===== src/rtl/simple_uart_pkg.sv =====
// rtl/simple_uart_pkg.sv - shared UART state type and bit-period helper
package simple_uart_pkg;

    typedef enum logic [1:0] {
        STATE_WAIT,
        STATE_READ_WORD,
        STATE_LOAD_WORD,
        STATE_SEND_BITS
    } uart_state_t;

    function automatic logic [31:0] bit_period(
        input logic [31:0] clock_frequency,
        input logic [31:0] baud_rate
    );
        return clock_frequency / baud_rate;
    endfunction

endpackage


===== src/rtl/baud_tick.sv =====
// rtl/baud_tick.sv - bit-period down-counter with one-cycle tick at period end
module baud_tick #(
    parameter logic [31:0] PERIOD = 32'd868
) (
    input  logic clk,
    input  logic rst_n,
    input  logic clear,
    input  logic enable,
    output logic tick
);

    localparam int CW = (PERIOD > 32'd1) ? $clog2(PERIOD) : 1;
    localparam logic [CW-1:0] LAST = CW'(PERIOD - 32'd1);

    logic [CW-1:0] count;

    // Clear preloads the full period so the first tick lands exactly PERIOD cycles later.
    always_ff @(posedge clk or negedge rst_n) begin
        if (!rst_n) begin
            count <= '0;
        end else if (clear) begin
            count <= LAST;
        end else if (enable) begin
            count <= (count == '0) ? LAST : count - CW'(1);
        end
    end

    assign tick = enable && (count == '0);

endmodule


===== src/rtl/transmitter_native.sv =====
// rtl/transmitter_native.sv - FIFO-fed UART transmitter, 8N1-style framing
module transmitter_native
    import simple_uart_pkg::*;
#(
    parameter logic [31:0] CLOCK_FREQUENCY = 32'd100_000_000,
    parameter logic [31:0] BAUD_RATE       = 32'd115200,
    parameter logic [31:0] WORD_WIDTH      = 32'd8
) (
    input  logic                  clk,
    input  logic                  rst_n,
    input  logic [WORD_WIDTH-1:0] din,
    input  logic                  empty,
    output logic                  re,
    output logic                  dout,
    output logic                  busy
);

    localparam logic [31:0] BIT_PERIOD = bit_period(CLOCK_FREQUENCY, BAUD_RATE);
    localparam int FRAME_BITS = int'(WORD_WIDTH) + 2;
    localparam int IW = $clog2(FRAME_BITS);
    localparam logic [IW-1:0] LAST_INDEX = IW'(FRAME_BITS - 1);

    uart_state_t state, state_next;
    logic [FRAME_BITS-1:0] shreg, shreg_next;
    logic [IW-1:0] index, index_next;
    logic re_next, dout_next, busy_next;
    logic clear, tick, sending;

    assign sending = (state == STATE_SEND_BITS);

    baud_tick #(
        .PERIOD(BIT_PERIOD)
    ) u_baud_tick (
        .clk   (clk),
        .rst_n (rst_n),
        .clear (clear),
        .enable(sending),
        .tick  (tick)
    );

    always_ff @(posedge clk or negedge rst_n) begin
        if (!rst_n) begin
            state <= STATE_WAIT;
            shreg <= '0;
            index <= '0;
            re    <= 1'b0;
            dout  <= 1'b1;
            busy  <= 1'b0;
        end else begin
            state <= state_next;
            shreg <= shreg_next;
            index <= index_next;
            re    <= re_next;
            dout  <= dout_next;
            busy  <= busy_next;
        end
    end

    // Outputs are derived from the next state so they can be registered without a cycle of lag.
    always_comb begin
        state_next = state;
        shreg_next = shreg;
        index_next = index;
        clear      = 1'b0;
        case (state)
            STATE_WAIT: begin
                if (!empty) state_next = STATE_READ_WORD;
            end
            STATE_READ_WORD: begin
                state_next = STATE_LOAD_WORD;
            end
            STATE_LOAD_WORD: begin
                shreg_next = {1'b1, din, 1'b0};
                index_next = '0;
                clear      = 1'b1;
                state_next = STATE_SEND_BITS;
            end
            STATE_SEND_BITS: begin
                if (tick) begin
                    shreg_next = shreg >> 1;
                    if (index == LAST_INDEX) begin
                        state_next = STATE_WAIT;
                    end else begin
                        index_next = index + IW'(1);
                    end
                end
            end
            default: begin
                state_next = STATE_WAIT;
            end
        endcase
        re_next   = (state_next == STATE_READ_WORD);
        busy_next = (state_next != STATE_WAIT);
        dout_next = (state_next == STATE_SEND_BITS) ? shreg_next[0] : 1'b1;
    end

endmodule


===== config.mk =====
export PLATFORM = sky130hd
export DESIGN_NAME = transmitter_native
export DESIGN_NICKNAME = d
export VERILOG_FILES = /design/src/rtl/simple_uart_pkg.sv /design/src/rtl/baud_tick.sv /design/src/rtl/transmitter_native.sv
export SDC_FILE = /design/constraint.sdc
export NUM_CORES = 1
export LEC_CHECK = 0
export CORE_MARGIN = 2
export CORE_UTILIZATION = 50
export CTS_CLUSTER_DIAMETER = 120
export DETAILED_ROUTE_END_ITERATION = 8
export GPL_TIMING_DRIVEN = 0
export HOLD_SLACK_MARGIN = 0.08
export PLACE_DENSITY = 0.74
export SLEW_MARGIN = 5
export SYNTH_ARGS = -nofsm -noshare
export SYNTH_HDL_FRONTEND = slang
export SYNTH_HIERARCHICAL = 1
export SYNTH_SLANG_ARGS = --single-unit

===== constraint.sdc =====
create_clock -name clk -period 1.8 [get_ports clk]
set_input_delay 0.36 -clock clk [delete_from_list [all_inputs] [get_ports clk]]
set_output_delay 0.36 -clock clk [all_outputs]
set_load 0.05 [all_outputs]

==> impl_metrics.toml, run 1 <==
[timing]
fin_crit_sh_pct = 105
slew_headroom_pct = 58.3
fmaxAchievable_mhz = 530
tightest_slew_ps = 625
finClkSkew_ps = 5.63
hold_viol_final = 0
min_period_ps = 1890
setup-violations-final = 4
setup_slack_ps = -87.8
slew_viol_final = 0
rsz0062_at_grt = "yes"

[placed_design]
dp_worst_setup_slack_ps = -312
dpl.hpwl_mm = 2.11
port_buffers = 13
dp.cells = 199
gp_congestion = 0.798

[clock_network]
cts-buffers-inserted = 5
clock_path_buffers = 2
cts_hold_buf = 0
path_clk_slew_ps = 90
htree_levels = 2
clock-sinks = 29
cts_tree = "done"
clkLatencyLatePin_ps = 320
clockRootBuffer = "clkbuf_4"

[setup_path]
worst-path-max-fanout = 8
path_buf_inv = 1
cp.required_ps = 2050
worst-setup-path-type = "register to register"
path_delay_family = "simple AND/OR/NAND/NOR gates"
reg2reg_depth = 7
r2r_slack_ps = -90
crit_chain = "nor4_4, nand4b_4, nor2_4, buf_6, nand3_1, or3b_1, a21oi_2"
r2r_start = "u_baud_tick/count[5]"
critPathArrivalTime_ps = 2140
crit_path_end_kind = "register"
cp_slowest_stage_delay_ps = 430
reg2reg_to = "index[2]"
startpoint_type = "register"
cp_slowest_cell = "dfrtp_2"

[logic_synthesis]
synth_area_per_cell_um2 = 9.94
synth.cell_area_mm2 = 0.00152
ys_top_cells_by_area = "dfrtp_1 (46%), o22ai_1 (7.0%), xor2_1 (4.0%)"
synth_nets = 167
postSynthCellCount = 153
synth_edf_count = 0
ys.flop_type = "dfrtp_1"
synth_area_leader_cell = "dfrtp_1"
async_reset_ff_share_pct = 100
yosysMostFrequentCell = "dfrtp_1"
synth_common_cells = "dfrtp_1 (28), o22ai_1 (17), nor2_1 (13)"
yosysUniqueCellTypes = 41
ys_ff_latch = 29
ys_seq_area_share_pct = 47.8
yosys_warnings = 6
synth_top_area_share_pct = 46.1

[floorplanning]
die-width_um = 59.2
die_h_um = 59.2
pin_count = 14
dieArea_mm2 = 0.00350
initial_core_util_pct = 51.1
placement_rows = 20
core_mm2 = 0.00298

[route]
highest_layer = "met4"
drt-pass1-iter-count = 4
dr_wl_met3_um = 145
ant_nets = 0
drc = 0
vias_per_cell = 5.94
wl_mm = 3.10
first_iter_violations = 35
wl_per_cell_um = 14.6
m1WireLength_mm = 1.34
met2_length_mm = 1.59
num_vias = 1259

[hold_path]
hold_path_class = "input port to async pin"

[power]
p_clk_share_pct = 27.0
swShare_pct = 31.8
p_sw_w = 0.000656
p_int_w = 0.00141
p_leak_nw = 0.851
power_frac_seq_pct = 47.7
ir_drop_v = 0.000525
power_density_mw_per_mm2 = 1090
combPwrFrac_pct = 25.3

[outcome]
outcome = "finished with violations"
violations = "setup timing"

[global_routing]
grt_pass1_vias = 1226
grt_use_total_pct = 20.7
overflow = 0
antenna_found_initial = 0
grt_max_degree = 30
grt_first_pass_wirelength_mm = 5.40

[cells_and_area]
antenna_cells = 0
drive_gt1_share_pct = 24.6
layout.cells.non_filler = 212
area_growth_pct = 24.5
fin_nets = 192

[flow_run]
drv_cap = 0
-- metrics by stage --
step / setup TNS (ps) / hold slack [ps] / area [um2] / power [W] / utilization (%)
detailed placement: -5140 / 482 / 1710 / 0.00145 / 57.3
CTS: -303 / 510 / 1860 / 0.00207 / 62.4
global route: -1150 / 87.5 / 1890 / 0.00219 / 63.6
finish: -296 / 49.5 / 1890 / 0.00206 / 63.6
global placement: -4700 / 470 / 1710 / 0.00141 / 57.3
floorplan: 0 / 64.4 / 1540 / 0.00131 / -
-- area by class of cell --
| type | instances | area [um2] |
|---|---|---|
| fillers | 227 | 1080 |
| multi-input cells | 104 | 752 |
| flip-flops and latches | 29 | 731 |
| repair buffers | 21 | 181 |
| plain buffers | 6 | 56.3 |
| clock buffers | 7 | 55.1 |
| inverters | 11 | 47.5 |
| well taps | 33 | 41.3 |
| clock inverters | 1 | 30.0 |
-- timing repair --
| item | CTS | global route |
|---|---|---|
| setup endpoints to repair | 27 | 23 |
| pin swaps | 3 | 4 |
| setup buffers | 7 | 1 |
| resized for setup | 14 | 13 |
-- how the worst max path moves through the flow --
stage                                    start        to  slack [ps]  cells after the start
after global routing      u_baud_tick/count[5]      dout        -150                      7
after floorplan                       state[1]  index[2]           5                     10
final                     u_baud_tick/count[5]  index[2]         -90                      7
after global placement                state[1]      dout        -310                     10
after CTS                 u_baud_tick/count[8]  index[2]        -110                      7
after detailed placement              state[1]      dout        -310                     10
-- worst reg2reg max path: cells and delay by family, from the launching register on --
family | cells | cell delay [ps]
compound gates | 1 | 120
buf+inv | 1 | 130
flops | 1 | 430
simple gates | 5 | 1130
-- registers in the layout, indices dropped and copies added, names as in the netlist --
signal and flops:
u_baud_tick/count 10, state 2, re 1, busy 1, shreg 10, index 4, dout 1
-- layer usage --
metal,vias up,GRT usage (%)
met3,4,5.90
met2,31,34.4
met4,0,7.14
li1,600,-
met1,624,25.9
met5,-,0
-- cell families after synthesis --
family,Yosys count,synth area share [%]
flip-flops,29,47.8
XOR/XNOR,8,4.61
AND/OR/NAND/NOR,52,21.2
multiplexers,1,0.658
adder cells (fa/ha/maj),3,2.47
buffers and inverters,20,6.33
AO/OA/AOI/OAI,40,16.9
-- power groups by stage --
stage	Clock [W]	Combinational, W	Sequential, W
after floorplan	0	0.000345	0.000969
after global routing	0.000600	0.000586	0.00100
after global placement	0	0.000425	0.000988
final	0.000557	0.000523	0.000984
after CTS	0.000573	0.000512	0.000981
after detailed placement	0	0.000446	0.00100
-- placed cells by master (no fill, tap or decap), drive strengths merged, types with 2 or more instances in the layout --
cell            n
and3            2
or2             2
nor2           13
nand3b          2
dfrtp          28
nor2b           2
dlygate4sd2     3
inv            10
and2b           2
ha              3
a21oi          12
clkdlybuf4s50   9
nand4           4
a211oi          2
nand2          11
nand3           3
a311o           2
nor3            4
nand4b          2
clkbuf          8
xor2            7
o21ai           3
nand2b          2
buf            14
o22ai          17
Note: power is estimated with default switching activity, not from simulation.
==> run 2: changes to the inputs <==
--- a/config.mk
+++ b/config.mk
@@ -5,6 +5,7 @@
 export SDC_FILE = /design/constraint.sdc
 export NUM_CORES = 1
 export LEC_CHECK = 0
+export CAP_MARGIN = 20
 export CORE_MARGIN = 2
 export CORE_UTILIZATION = 50
 export CTS_CLUSTER_DIAMETER = 120
@@ -15,5 +16,4 @@
 export SLEW_MARGIN = 5
 export SYNTH_ARGS = -nofsm -noshare
 export SYNTH_HDL_FRONTEND = slang
-export SYNTH_HIERARCHICAL = 1
 export SYNTH_SLANG_ARGS = --single-unit
==> run 2 against run 1 <==
The flow now finishes without violations. Final area is 2.3% lower. Critical path depth is 1 lower. Count of clock-buffer cells in the layout is 1 higher. Sequential share of layout area is 0.71 points higher. Final cell count is 2.8% lower. Core utilization is 2.4 points higher. Fmax is 5.6% higher. Clock skew is 2.5 ps higher. Die area is 1.2% lower. Worst setup slack better by 100 ps. Sequential power is 32% lower. Worst hold slack better by 360 ps. Largest power group unchanged.
==> impl_metrics.toml, run 2 <==
[logic_synthesis]
synth_nets = 163
ys.flop_type = "dfrtp_1"
yosysUniqueCellTypes = 38
yosysMostFrequentCell = "dfrtp_1"
ys_top_cells_by_area = "dfrtp_1 (47%), a2bb2oi_1 (5.2%), o22ai_1 (3.8%)"
async_reset_ff_share_pct = 100
synth_area_per_cell_um2 = 10.1
ys_ff_latch = 29
ys_seq_area_share_pct = 48.4
synth_area_leader_cell = "dfrtp_1"
synth_common_cells = "dfrtp_1 (28), a2bb2oi_1 (9), nand2_1 (9), nor2_1 (9), o22ai_1 (9)"
synth_top_area_share_pct = 46.7
yosys_warnings = 0
synth_edf_count = 0
synth.cell_area_mm2 = 0.00150
postSynthCellCount = 148

[setup_path]
r2r_start = "u_baud_tick.count[0]"
worst-path-max-fanout = 5
path_delay_family = "simple AND/OR/NAND/NOR gates"
path_buf_inv = 1
cp_slowest_stage_delay_ps = 550
cp_slowest_cell = "or4_1"
crit_path_end_kind = "register"
worst-setup-path-type = "register to register"
crit_chain = "inv_2, ha_4, nor3b_4, nand3_2, or4_1, o211ai_1"
cp.required_ps = 2050
startpoint = "u_baud_tick.count[0]"
critPathArrivalTime_ps = 2040
startpoint_type = "register"

[route]
first_iter_violations = 57
wl_mm = 3.63
wl_per_cell_um = 17.6
ant_nets = 0
num_vias = 1299
drc = 0
vias_per_cell = 6.31
drt-pass1-iter-count = 4

[placed_design]
dp.cells = 193
port_buffers = 13
dpl.hpwl_mm = 2.47
gp_congestion = 0.790

[power]
power_w = 0.00110
ir_drop_v = 0.000452
p_leak_nw = 0.774
power_density_mw_per_mm2 = 592

[cells_and_area]
final_cell_mix = "dfrtp_1 (28), clkdlybuf4s50_1 (10)"
largestRegisters = "shreg (10), u_baud_tick.count (10), index (4)"
antenna_cells = 0
area_growth_pct = 23.2
drive_gt1_share_pct = 17.1
layout_commonest_cell = "dfrtp_1"
fin_nets = 189
layout.cells.non_filler = 206

[clock_network]
cts-buffers-inserted = 5
clock_path_buffers = 2
path_clk_slew_ps = 90
cts_hold_buf = 0
clkLatencyLatePin_ps = 330
clockRootBuffer = "clkbuf_4"
cts_tree = "done"
htree_levels = 2
clock-sinks = 29

[timing]
finClkSkew_ps = 8.16
fin_crit_sh_pct = 99.3
slew_viol_final = 0
setup-violations-final = 0
min_period_ps = 1790
tightest_slew_ps = 633
hold_viol_final = 0
fmaxAchievable_mhz = 559
fin_tns_setup_ps = 0
slew_headroom_pct = 57.7
rsz0062_at_grt = "yes"

[global_routing]
overflow = 0
grt_use_total_pct = 24.3
grt_max_degree = 19
grt_first_pass_wirelength_mm = 6.28
antenna_found_initial = 0
grt_pass1_vias = 1378

[hold_path]
hold_path_class = "input port to async pin"

[floorplanning]
dieArea_mm2 = 0.00346
die-width_um = 58.8
die_h_um = 58.8
placement_rows = 19
initial_core_util_pct = 53.5
core_mm2 = 0.00281
pin_count = 14

[outcome]
outcome = "complete, no violations"

[flow_run]
drv_cap = 0
[run 2: cell types whose count changed in the layout (fill, tap and decap cells not counted), moves of 6 or more]
cell	before	now
a21oi_1	11	5
a2bb2oi_1	0	9
clkbuf_1	2	9
o22ai_1	17	6
xor2_1	7	0
[run 2: cells by family (layout without fill, tap and decap cells)]
logic type | count (synthesis) | count (layout) | share of synthesized area, %
flops | 29 | 29 | 48.4
compound gates | 46 | 46 | 22.8
buf+inv | 14 | 41 | 3.58
fa+ha+maj | 4 | 4 | 3.33
simple gates | 55 | 55 | 21.9
[run 2: worst reg2reg max path: cells and delay by family, from the launching register on]
| family | cells | cell delay (ps) |
|---|---|---|
| and+or+nand+nor | 3 | 980 |
| DFF | 1 | 410 |
| adders and majority gates | 1 | 130 |
| AOI/OAI and AO/OA | 1 | 110 |
| buffers and inverters | 1 | 90 |
[run 2: final cells by class]
class,instances,area [um2]
Fill cell,242,955
Multi-Input combinational cell,105,783
Sequential cell,29,727
Timing Repair Buffer,19,191
Clock buffer,8,48.8
Buffer,8,38.8
Tap cell,31,38.8
Inverter,6,22.5
[run 2: report_power, final]
part / total (W) / internal (W) / switching [W]
clock: 0.000374 / 0.000155 / 0.000219
combinational: 0.0000564 / 0.0000351 / 0.0000213
sequential: 0.000665 / 0.000660 / 0.00000536
total: 0.00110 / 0.000851 / 0.000246
[run 2: through the flow]
stage | cell area, um2 | hold slack (ps) | worst slack (ps) | util (%)
global placement | 1670 | 481 | -102 | 59.5
global route | 1850 | 436 | -58.0 | 66.0
CTS | 1800 | 432 | -17.5 | 64.2
finish | 1850 | 410 | 11.9 | 66.0
floorplan | 1500 | 64.4 | 65.8 | -
detailed placement | 1700 | 490 | -191 | 60.5
[run 2: layer usage]
layer	routed length [um]	track usage, %	up-vias
met5	0	0	-
met4	46	11.4	0
met3	156	5.27	8
met2	1820	38.6	24
met1	1600	31.6	646
li1	-	-	621
[run 2: final timing paths]
check | slack (ps) | to | cells after the start
min | 410 | u_baud_tick.count[7] | 1
max reg2reg | 10 | index[1] | 6
min in group clk | 510 | shreg[0] | 2
min reg2reg | 510 | shreg[0] | 2
max | 10 | index[1] | 6
max in group asynchronous | 800 | dout | 2
[run 2: repair_timing]
action | CTS | global route
setup endpoints to repair | 27 | 17
cloned | 0 | 0
pin swaps | 1 | 4
setup buffers | 4 | 1
gates resized for setup | 11 | 9
